### src/rtl/sdram_arbiter.sv
// sdram_arbiter: shares the single SDRAM command/address/data bus between the
// init, auto-refresh, write and read sequencers using an enable/end handshake.
// Refresh always has top priority. Optional macro SDRAM_ARB_RR_EN makes write
// and read alternate when both are pending; undefined gives write > read.
module sdram_arbiter #(
    parameter int ADDR_W = 13,
    parameter int BA_W   = 2,
    parameter int DQ_W   = 16
) (
    input  logic              sys_clk,
    input  logic              sys_rst,
    input  logic              init_end,
    input  logic [3:0]        init_cmd,
    input  logic [BA_W-1:0]   init_ba,
    input  logic [ADDR_W-1:0] init_addr,
    input  logic              aref_req,
    input  logic              aref_end,
    input  logic [3:0]        aref_cmd,
    input  logic [BA_W-1:0]   aref_ba,
    input  logic [ADDR_W-1:0] aref_addr,
    input  logic              wr_req,
    input  logic              wr_end,
    input  logic [3:0]        wr_cmd,
    input  logic [BA_W-1:0]   wr_ba,
    input  logic [ADDR_W-1:0] wr_addr,
    input  logic              wr_sdram_en,
    input  logic [DQ_W-1:0]   wr_sdram_data,
    input  logic              rd_req,
    input  logic              rd_end,
    input  logic [3:0]        rd_cmd,
    input  logic [BA_W-1:0]   rd_ba,
    input  logic [ADDR_W-1:0] rd_addr,
    output logic              aref_en,
    output logic              wr_en,
    output logic              rd_en,
    output logic              sdram_cke,
    output logic [3:0]        sdram_cmd,
    output logic [BA_W-1:0]   sdram_ba,
    output logic [ADDR_W-1:0] sdram_addr,
    output logic [DQ_W-1:0]   sdram_dq_out,
    output logic              sdram_dq_oe
);

    localparam logic [3:0] CMD_NOP = 4'b0111;

    typedef enum logic [2:0] {
        ST_INIT,
        ST_ARBIT,
        ST_AREF,
        ST_WRITE,
        ST_READ
    } state_t;

    state_t state;
    state_t state_next;

    assign sdram_cke = 1'b1;

    // State register
    always_ff @(posedge sys_clk or posedge sys_rst) begin
        if (sys_rst)
            state <= ST_INIT;
        else
            state <= state_next;
    end

`ifdef SDRAM_ARB_RR_EN
    logic last_wr;

    // Remember whether write or read was granted last; resets to read so write goes first
    always_ff @(posedge sys_clk or posedge sys_rst) begin
        if (sys_rst)
            last_wr <= 1'b0;
        else if (state == ST_ARBIT && state_next == ST_WRITE)
            last_wr <= 1'b1;
        else if (state == ST_ARBIT && state_next == ST_READ)
            last_wr <= 1'b0;
    end
`endif

    // Next-state: priority arbitration in ARBIT, owners hold the bus until their end pulse
    always_comb begin
        state_next = state;
        case (state)
            ST_INIT: begin
                if (init_end)
                    state_next = ST_ARBIT;
            end
            ST_ARBIT: begin
                if (aref_req)
                    state_next = ST_AREF;
`ifdef SDRAM_ARB_RR_EN
                else if (wr_req && rd_req)
                    state_next = last_wr ? ST_READ : ST_WRITE;
`endif
                else if (wr_req)
                    state_next = ST_WRITE;
                else if (rd_req)
                    state_next = ST_READ;
            end
            ST_AREF: begin
                if (aref_end)
                    state_next = ST_ARBIT;
            end
            ST_WRITE: begin
                if (wr_end)
                    state_next = ST_ARBIT;
            end
            ST_READ: begin
                if (rd_end)
                    state_next = ST_ARBIT;
            end
            default: state_next = ST_INIT;
        endcase
    end

    // Outputs: grant decode and zero-latency bus mux; reset forces the idle bus at once
    always_comb begin
        aref_en      = 1'b0;
        wr_en        = 1'b0;
        rd_en        = 1'b0;
        sdram_cmd    = CMD_NOP;
        sdram_ba     = '0;
        sdram_addr   = '0;
        sdram_dq_oe  = 1'b0;
        sdram_dq_out = '0;
        if (!sys_rst) begin
            sdram_dq_out = wr_sdram_data;
            case (state)
                ST_INIT: begin
                    sdram_cmd  = init_cmd;
                    sdram_ba   = init_ba;
                    sdram_addr = init_addr;
                end
                ST_AREF: begin
                    aref_en    = 1'b1;
                    sdram_cmd  = aref_cmd;
                    sdram_ba   = aref_ba;
                    sdram_addr = aref_addr;
                end
                ST_WRITE: begin
                    wr_en       = 1'b1;
                    sdram_cmd   = wr_cmd;
                    sdram_ba    = wr_ba;
                    sdram_addr  = wr_addr;
                    sdram_dq_oe = wr_sdram_en;
                end
                ST_READ: begin
                    rd_en      = 1'b1;
                    sdram_cmd  = rd_cmd;
                    sdram_ba   = rd_ba;
                    sdram_addr = rd_addr;
                end
                default: ;
            endcase
        end
    end

endmodule

### config.mk
export PLATFORM = sky130hd
export DESIGN_NAME = sdram_arbiter
export DESIGN_NICKNAME = d
export VERILOG_FILES = /design/src/rtl/sdram_arbiter.sv
export SDC_FILE = /design/constraint.sdc
export NUM_CORES = 1
export LEC_CHECK = 0
export CORE_AREA = 2 2 67 69
export CTS_CLUSTER_DIAMETER = 100
export DETAILED_ROUTE_END_ITERATION = 12
export DIE_AREA = 0 0 69 71
export GPL_TIMING_DRIVEN = 0
export PLACE_DENSITY = 0.94
export SYNTH_ARGS = -nofsm -noshare
export SYNTH_HDL_FRONTEND = slang
export SYNTH_SLANG_ARGS = --single-unit
### constraint.sdc
create_clock -name sys_clk -period 4.3 [get_ports sys_clk]
set_input_delay 0.86 -clock sys_clk [delete_from_list [all_inputs] [get_ports sys_clk]]
set_output_delay 0.86 -clock sys_clk [all_outputs]
set_load 0.02 [all_outputs]
==> qor.csv <==
stage,metric,value,unit
route,drt_iter0_drc,32,
yosys,netlist.area_leader.share,31.74,%
worst_setup_path,crit_required,3440,ps
cells_and_area,largest_register_ffs,3,
yosys,synth_edf_count,0,
yosys,synth_seq_cells,3,
cells_and_area,fin_util,61.46,%
power_and_ir_drop,combPwrFrac,85.8,%
cts,cts.repair.resized,0,
grt,antenna_found_initial,0,
cts,cts_made_buffers,3,
worst_setup_path,endpoint_kind,primary output,
yosys,yosysWarnings,0,
cts,clock_latency,220,ps
yosys,synthCells,138,
cells_and_area,diodes,0,
floorplanning,die_area,4899,µm²
cts,cts.sinks,3,
yosys,synth_compound_area_share,19.84,%
sta,maxSlewViolCount,0,
grt,grt_pass1_vias,1722,
route,drc,0,
worst_setup_path,cp-start-kind,input port,
route,num_vias,1622,
place,numPortBuffers,140,
sta,worst_slack,596.3,ps
worst_setup_path,critical_path_class,in -> out,
route,ant_nets,0,
yosys,ys_seq_area_share,7.001,%
power_and_ir_drop,vdd_drop_max,210.9,µV
power_and_ir_drop,power_frac_clock,9.1,%
cells_and_area,top_register,state,
worst_setup_path,cp_max_fo,10,
grt,grt_max_degree,11,
yosys,synth_cell_types,30,
worst_setup_path,cpMostUsedCell,clkdlybuf4s50_1,
route,drt-total-wl,4.737,mm
cts,clockRootBuffer,clkbuf_8,
floorplanning,die_width,69,µm
floorplanning,ios,142,
place,dp_hpwl,3.803,mm
grt,grt_util_all_layers,18.54,%
route,via_per_inst,4.856,
cells_and_area,mostFrequentLayoutCells,"140 x clkdlybuf4s50_1, 34 x mux2i_1, 18 x o22ai_1, 17 x and2_1, 16 x nor2b_1",
sta,period_needed,3704,ps
yosys,async_flop_share,100.0,%
cts,cts_tree,built,
grt,grt_pass1_wl,7.541,mm
worst_setup_path,slowest_delay,620,ps
cells_and_area,num-fill-cells,383,
yosys,synth_ff_type,dfrtp_1,
floorplanning,fp.coreArea,4204,µm²
cts,cts_buffer_depth,2,
sta,grt_setup_unrepaired,false,
place,dpl_worst_slack,539.5,ps
power_and_ir_drop,p_leak,0.9837,nW
worst_setup_path,worstPathArrival,2840,ps
worst_setup_path,cp_top_family,buffers and inverters,
floorplanning,die_h,71,µm
yosys,syn_area_per_cell,7.770,µm²
sta,hold_viol,0,
power_and_ir_drop,internal-power,0.5201,mW
yosys,yosys.area.top_type,mux2i_1,
outcome,status,"complete, no violations",
cells_and_area,largestRegisters,state (3),
cells_and_area,multi_input_comb_area,864.6,µm²
cells_and_area,drive_gt1_share,7.447,%
yosys,synth_top_family_by_area,multiplexers,
power_and_ir_drop,switchingPower,0.4157,mW
yosys,syn_nets,240,
cts,cts_setup_buffers,0,
yosys,syn_area,1072,µm²
power_and_ir_drop,seqPwrFrac,5.1,%
worst_setup_path,critPathSlowestCell,clkdlybuf4s50_1,
sta,finalCritPeriodShare,86.13,%
cells_and_area,final_common_cell,clkdlybuf4s50_1,
worst_setup_path,path_cells,clkdlybuf4s50_1 -> a211oi_2 -> buf_2 -> and2_1 -> clkdlybuf4s50_1,
yosys,synth_adder_area_share,0,%
cts,clk_pin_slew,30,ps
place,routabilityCongestion,0.7734,
floorplanning,initial_utilization,25.51,%
yosys,synthMuxAreaShare,33.84,%
route,wl_per_cell,14.18,µm
cts,cts_hold_buf,0,
grt,overflow,0,
cells_and_area,nets,385,
floorplanning,num_rows,24,
yosys,synthXorXnorAreaFrac,0,%
flow_run,drv_cap,0,
cts,htreeDepth,1,
sta,fin_setup_tns,0,ps
route,dr.pass1.iters,4,
worst_setup_path,cp_num_buf_inv,3,
power_and_ir_drop,power_per_cell_area,362.2,nW/µm²
yosys,ys_top_cells_by_area,"mux2i_1 32%, o22ai_1 11%, and2_1 9.9%, nor2b_1 9.3%, dfrtp_1 7.0%",
sta,final-setup-viol-count,0,
sta,fmax,270.0,MHz
cells_and_area,regArea,75.07,µm²
cells_and_area,syn_to_final_growth,141.0,%
yosys,yosys.area_share.simple,26.60,%
power_and_ir_drop,p_sw_share,44.43,%
sta,skew,5.520,ps
min_path,hold_path_class,reg -> reg,
==> cells in the mapped netlist, types with 2 or more instances <==
library cell,n
nand2b_1,2
nor3_1,3
and2_1,17
mux2i_1,34
nor2b_1,16
a31oi_1,3
buf_2,4
clkbuf_1,2
mux2_2,2
buf_4,4
o22ai_1,18
o221ai_1,2
nand2_1,2
buf_6,5
inv_1,4
a21oi_1,4
dfrtp_1,3
==> worst paths after layout <==
path	depth (start not counted)	to	slack [ps]	from
max	5	sdram_addr[4]	600	sys_rst
min	2	state[2]$_DFFE_PP0P_	550	state[1]$_DFFE_PP0P_
max reg2reg	5	state[1]$_DFFE_PP0P_	2880	state[0]$_DFFE_PP0P_
min reg2reg	2	state[2]$_DFFE_PP0P_	550	state[1]$_DFFE_PP0P_
max in group asynchronous	3	state[2]$_DFFE_PP0P_	2920	sys_rst
min in group asynchronous	3	state[0]$_DFFE_PP0P_	1240	sys_rst
==> logic make-up (layout without fill, tap and decap cells) <==
| kind of cell | count (synthesis) | in the layout |
|---|---|---|
| AO/OA/AOI/OAI | 32 | 32 |
| buffers and inverters | 20 | 164 |
| flip-flops | 3 | 3 |
| multiplexers | 36 | 36 |
| other | 1 | 1 |
| AND/OR/NAND/NOR | 46 | 46 |
==> area by class of cell <==
cell class | count | area share (%)
clock buffers | 4 | 1.743
repair buffers | 140 | 54.24
flip-flops and latches | 3 | 2.906
plain buffers | 15 | 4.407
inverters | 5 | 0.7264
well taps | 52 | 2.518
multi-input cells | 115 | 33.46
==> layer usage <==
metal | part of all wire (%) | routed length [µm] | track usage (%)
met1 | 37 | 1730 | 19.06
met5 | 0 | 0 | 0
met4 | 2.2 | 102 | 6.972
met3 | 7.8 | 371 | 4.274
met2 | 53 | 2534 | 36.22
==> power groups by stage <==
stage | Combinational (mW) | Sequential (mW) | Clock, mW
4_1_cts | 0.812 | 0.0477 | 0.0846
2_1_floorplan | 0.489 | 0.0465 | 0
5_1_grt | 0.860 | 0.0490 | 0.0896
3_3_place_gp | 0.790 | 0.0469 | 0
6_report | 0.803 | 0.0478 | 0.0853
3_5_place_dp | 0.803 | 0.0473 | 0
==> worst register-to-register path: stages (launching register included) <==
cell	delay (ps)
dfrtp_1	400
buf_4	240
buf_4	210
mux2i_1	220
nand2_1	80
a21oi_1	170
==> through the flow <==
stage,hold WS [ps],area [µm²],total power [mW],cells
floorplan,511.8,1072,0.5360,138
global placement,532.4,2539,0.8372,330
detailed placement,540.7,2539,0.8508,330
CTS,548.9,2584,0.9441,334
global route,565.6,2584,0.9982,334
finish,547.6,2584,0.9358,334
Power figures use the tool's default switching activity.
